`config.mk`:
```
export PLATFORM = sky130hd
export DESIGN_NAME = karlsen_hpf_pipelined
export DESIGN_NICKNAME = d
export VERILOG_FILES = /design/src/rtl/karlsen_pkg.sv /design/src/rtl/smul_shift_18x18.sv /design/src/rtl/karlsen_hpf_pipelined.sv
export SDC_FILE = /design/constraint.sdc
export NUM_CORES = 1
export LEC_CHECK = 0
export ABC_AREA = 1
export BUFFER_PORTS_ARGS = -buffer_cell sky130_fd_sc_hd__buf_4
export CAP_MARGIN = 20
export CELL_PAD_IN_SITES_DETAIL_PLACEMENT = 1
export CELL_PAD_IN_SITES_GLOBAL_PLACEMENT = 2
export CORE_MARGIN = 2
export CORE_UTILIZATION = 42
export CTS_CLUSTER_SIZE = 12
export DETAILED_ROUTE_END_ITERATION = 10
export GPL_TIMING_DRIVEN = 0
export PLACE_DENSITY_LB_ADDON = 0.1
export SYNTH_ARGS = -nofsm -noshare
export SYNTH_HDL_FRONTEND = slang
export SYNTH_SLANG_ARGS = --single-unit
export TNS_END_PERCENT = 20
```
`constraint.sdc`:
```
create_clock -name clk -period 18.2 [get_ports clk]
set_clock_uncertainty 0.2 [all_clocks]
set_input_delay 2.73 -clock clk [delete_from_list [all_inputs] [get_ports clk]]
set_output_delay 2.73 -clock clk [all_outputs]
set_load 0.01 [all_outputs]
```
`src/rtl/karlsen_pkg.sv`:
```
// Shared arithmetic definitions for the Karlsen ladder filters: word type,
// saturation limits, clamp helpers and the high-pass sequencer states.
package karlsen_pkg;

  localparam int WMULT = 18;

  typedef logic signed [WMULT-1:0] word_t;

  typedef enum logic [3:0] {
    ST_MIX  = 4'd0,
    ST_SUB  = 4'd1,
    ST_SAT  = 4'd2,
    ST_LD1  = 4'd3,
    ST_P1   = 4'd4,
    ST_P2   = 4'd5,
    ST_P3   = 4'd6,
    ST_P4   = 4'd7,
    ST_IDLE = 4'd8
  } hpf_state_t;

  function automatic int sat_max(input int w);
    return (1 <<< (w - 1)) - 1;
  endfunction

  function automatic int sat_min(input int w);
    return -(1 <<< (w - 1));
  endfunction

  // Saturate an internal word to the signed range of a w-bit sample.
  function automatic word_t clamp(input word_t x, input int w);
    if (int'(x) > sat_max(w)) return word_t'(sat_max(w));
    if (int'(x) < sat_min(w)) return word_t'(sat_min(w));
    return x;
  endfunction

  function automatic word_t clamp_pos(input word_t x);
    return (x < 0) ? '0 : x;
  endfunction

endpackage

```
`src/rtl/smul_shift_18x18.sv`:
```
// Shared interpolating multiply: o = a + ((b - a) * scale) >>> 16.
module smul_shift_18x18
  import karlsen_pkg::*;
(
  input  word_t a,
  input  word_t b,
  input  word_t scale,
  output word_t o
);

  word_t                       diff;
  logic signed [2*WMULT-1:0]   prod;

  assign diff = b - a;
  assign prod = diff * scale;
  assign o    = a + $signed(prod[WMULT+15:16]);

endmodule

```
`src/rtl/karlsen_hpf_pipelined.sv`:
```
// Four-pole Karlsen high-pass filter: one shared multiplier sequenced over
// eight clk cycles per sample, started by each sample_clk toggle.
module karlsen_hpf_pipelined
  import karlsen_pkg::*;
#(
  parameter int W = 16
) (
  input  logic                clk,
  input  logic                rst_n,
  input  logic                sample_clk,
  input  logic signed [W-1:0] g,
  input  logic signed [W-1:0] resonance,
  input  logic signed [W-1:0] sample_in,
  output logic signed [W-1:0] sample_out,
  output logic                out_valid,
  output logic                busy
);

  hpf_state_t state_q, state_d;
  logic       sclk_q;
  logic       toggle;

  word_t op_a, op_b, op_scale, mul_o;
  word_t x0, lp1, lp2, lp3, lp4, hp1, hp2, hp3;
  word_t in_x, y_prev, g_ex, res_ex;
  word_t sub_src, hp_new;

  assign in_x   = word_t'(sample_in);
  assign y_prev = word_t'(sample_out);
  assign g_ex   = clamp_pos(word_t'(g));
  assign res_ex = clamp_pos(word_t'(resonance)) <<< 2;
  assign toggle = (sample_clk != sclk_q);
  assign busy   = (state_q != ST_IDLE);

  smul_shift_18x18 u_mul (
    .a     (op_a),
    .b     (op_b),
    .scale (op_scale),
    .o     (mul_o)
  );

  // High-pass tap of the stage whose low-pass result is on the multiplier now.
  always_comb begin
    // NOTE: every always_comb output gets a default first so no latch is inferred.
    sub_src = x0;
    case (state_q)
      ST_P2:   sub_src = hp1;
      ST_P3:   sub_src = hp2;
      ST_P4:   sub_src = hp3;
      default: sub_src = x0;
    endcase
    hp_new = clamp(sub_src - mul_o, W);
  end

  always_comb begin
    state_d = state_q;
    if (toggle)                 state_d = ST_MIX;
    else if (state_q != ST_IDLE) state_d = hpf_state_t'(state_q + 4'd1);
  end

  always_ff @(posedge clk or negedge rst_n) begin
    if (!rst_n) begin
      state_q <= ST_IDLE;
      sclk_q  <= 1'b0;
    end else begin
      // NOTE: sequential state uses non-blocking assignments so every register
      // samples pre-edge values regardless of statement order.
      state_q <= state_d;
      sclk_q  <= sample_clk;
    end
  end

  // A toggle restarts the sequence; stages already committed keep their state.
  always_ff @(posedge clk or negedge rst_n) begin
    if (!rst_n) begin
      op_a       <= '0;
      op_b       <= '0;
      op_scale   <= '0;
      x0         <= '0;
      lp1        <= '0;
      lp2        <= '0;
      lp3        <= '0;
      lp4        <= '0;
      hp1        <= '0;
      hp2        <= '0;
      hp3        <= '0;
      sample_out <= '0;
      out_valid  <= 1'b0;
    end else begin
      out_valid <= 1'b0;
      if (!toggle) begin
        case (state_q)
          ST_MIX: begin
            op_a     <= in_x;
            op_b     <= y_prev;
            op_scale <= res_ex;
          end
          ST_SUB: x0 <= (in_x <<< 1) - mul_o;
          ST_SAT: x0 <= clamp(x0, W);
          ST_LD1: begin
            op_a     <= lp1;
            op_b     <= x0;
            op_scale <= g_ex;
          end
          ST_P1: begin
            lp1  <= mul_o;
            hp1  <= hp_new;
            op_a <= lp2;
            op_b <= hp_new;
          end
          ST_P2: begin
            lp2  <= mul_o;
            hp2  <= hp_new;
            op_a <= lp3;
            op_b <= hp_new;
          end
          ST_P3: begin
            lp3  <= mul_o;
            hp3  <= hp_new;
            op_a <= lp4;
            op_b <= hp_new;
          end
          ST_P4: begin
            lp4        <= mul_o;
            sample_out <= hp_new[W-1:0];
            out_valid  <= 1'b1;
          end
          default: ;
        endcase
      end
    end
  end

endmodule

```
==> out/qor.csv <==
metric,value,unit
outcome,"finished, final reports clean",
syn_to_final_growth,10.4,%
tns,0,ps
hold_buffers,0,
grt_pass1_vias,23300,
setup_viol,0,
dieArea,58900,µm²
num_vias,20900,
rows,87,
critical_path_arrival,15930,ps
finalHoldViolations,0,
period_needed,15620,ps
yosysSeqAreaShare,0.229,
endpoint_kind,flip-flop,
wl,90.2,mm
slew_headroom,0.138,
max_cap_viol_count,0,
clk_pin_slew_worst_paths,60,ps
path_class,reg2reg,
clk_latency,610,ps
die_y,243,µm
ys_types,60,
wl_per_cell,23.1,µm
antenna_found_initial,0,
synth_top_area_cell,fa_1,
cts_root_buf,clkbuf_16,
cp.buffers_inverters,12,
drv_slew,0,
synth_ff_type,dfrtp_1,
grt_max_degree,92,
fin_cells,3898,
synth_common_cells,"nand2_1 (649), inv_1 (571), fa_1 (301), nor2_1 (281), dfrtp_1 (218)",
synth_warnings,0,
ys_top_cells_by_area,"fa_1 (25%), dfrtp_1 (23%), nand2_1 (10%), inv_1 (9.0%), ha_1 (8.0%)",
yosysTopAreaCellShare,0.252,
synth_area_per_cell,7.93,µm²
grt.total_usage,0.313,
synth_edf_count,0,
synth_cells,3015,
drive_gt1_frac,0.0617,
cts_resized,0,
diodes,0,
start_util,0.424,
path_delay_family,adder cells,
initialDrtViolationCount,1102,
io_buffer_count,68,
overflow,0,
critPathLaunchType,flip-flop,
numCtsBuffers,28,
hpwl,76.5,mm
cts_buffer_depth,3,
grt_pass1_wl,139,mm
crit_path_frequent_cell,nand2_1,
syn-num-nets,3520,
drc,0,
clkSinkCount,219,
htreeDepth,1,
ys_ff_latch,219,
dp_cells,3849,
layout.nets,3628,
max_stage_delay,550,ps
hp-class,reg2reg,
worst-path-max-fanout,10,
cts_setup_buffers,0,
max_freq,64.0,MHz
gp_congestion,0.958,
holdWs,284,ps
timing.final.crit_share,0.859,
slowest_stage,fa_1,
cp.depth,61,
synth_area,23900,µm²
cts_tree,yes,
nFillCells,7024,
rsz0062_at_grt,no,
whs_path_depth,2,
die_w,243,µm
required,18500,ps
ios,69,
synth.most_common_cell,nand2_1,
worstMarginPinSlew,1280,ps
drtAntennaViolNets,0,
drt-pass1-iter-count,5,
async_flop_share,1.00,
coreArea,56400,µm²
reg2reg_depth,61,
vias_per_cell,5.37,
state kept, by name, indices dropped and copies added, names as in the netlist:
register	flops
x0	18
out_valid	1
op_b	18
sclk_q	1
state_q	4
hp2	18
hp1	18
hp3	18
sample_out	16
lp4	18
lp1	18
op_scale	17
lp3	18
lp2	18
op_a	18
worst reg2reg max path, delay by kind of cell, from the launching register on:
family                     cells  cell delay, ps
buffers and inverters         12            1810
and+or+nand+nor               23            4420
adders and majority gates     12            5220
AOI/OAI and AO/OA             13            3270
DFF                            1             420
xor gates and xnor gates       1             170
per-stage QoR:
| stage | worst slack (ps) | util | cell area (µm²) |
|---|---|---|---|
| floorplan | 6700 | - | 23900 |
| global placement | 2820 | 0.450 | 25400 |
| detailed placement | 2760 | 0.452 | 25500 |
| CTS | 2630 | 0.468 | 26400 |
| global route | 1730 | 0.468 | 26400 |
| finish | 2580 | 0.468 | 26400 |
layer usage:
metal | up-vias | wire [µm] | track usage
met4 | 0 | 5670 | 0.166
met3 | 181 | 2940 | 0.0247
met5 | - | 0 | 0
li1 | 9606 | - | -
met1 | 10700 | 35600 | 0.368
met2 | 470 | 46000 | 0.569
area by class of cell:
class / count / area (µm²) / area share
clock inverters: 10 / 116 / 0.00441
flip-flops and latches: 219 / 5480 / 0.208
multi-input cells: 2104 / 15800 / 0.600
clock buffers: 39 / 782 / 0.0296
repair buffers: 78 / 633 / 0.0240
plain buffers: 94 / 365 / 0.0138
inverters: 598 / 2250 / 0.0851
well taps: 756 / 946 / 0.0358
final timing paths:
kind | start | slack, ps | to
max | op_b[0] | 2580 | op_b[15]
min | hp2[0] | 280 | hp2[0]
max reg2reg | op_b[0] | 2580 | op_b[15]
min reg2reg | hp2[0] | 280 | hp2[0]
max in group asynchronous | rst_n | 15080 | op_scale[16]
min in group asynchronous | rst_n | 1830 | state_q[0]
cell families after synthesis:
family	Yosys count	share of synthesized area
XOR/XNOR	53	0.0194
flip-flops	219	0.229
buffers and inverters	692	0.109
AO/OA/AOI/OAI	497	0.120
AND/OR/NAND/NOR	1100	0.190
adder cells (fa/ha/maj)	454	0.332
cell usage in the layout (no fill, tap or decap), drive strengths merged, types with 2 or more instances in the layout:
| master | n |
|---|---|
| nand2 | 665 |
| inv | 590 |
| fa | 301 |
| nor2 | 289 |
| o21ai | 220 |
| dfrtp | 218 |
| ha | 153 |
| a21oi | 151 |
| clkbuf | 121 |
| buf | 90 |
| nand3 | 83 |
| a221oi | 33 |
| xor2 | 28 |
| xnor2 | 25 |
| or2 | 19 |
| nor3 | 18 |
| a22o | 17 |
| a22oi | 13 |
| clkinv | 12 |
| nand4 | 11 |
| a41oi | 10 |
| a31oi | 10 |
| o21bai | 8 |
| a21o | 7 |
| nand3b | 7 |
| o22ai | 6 |
| a211oi | 5 |
| clkinvlp | 5 |
| o2111ai | 4 |
| nor4 | 3 |
| and2 | 2 |
| o31ai | 2 |
| a21boi | 2 |
| o221ai | 2 |
| o21a | 2 |
Power is left out: the tool's default activity adds up to more than one toggle a clock period on the data nets, which glitch-free logic cannot reach.
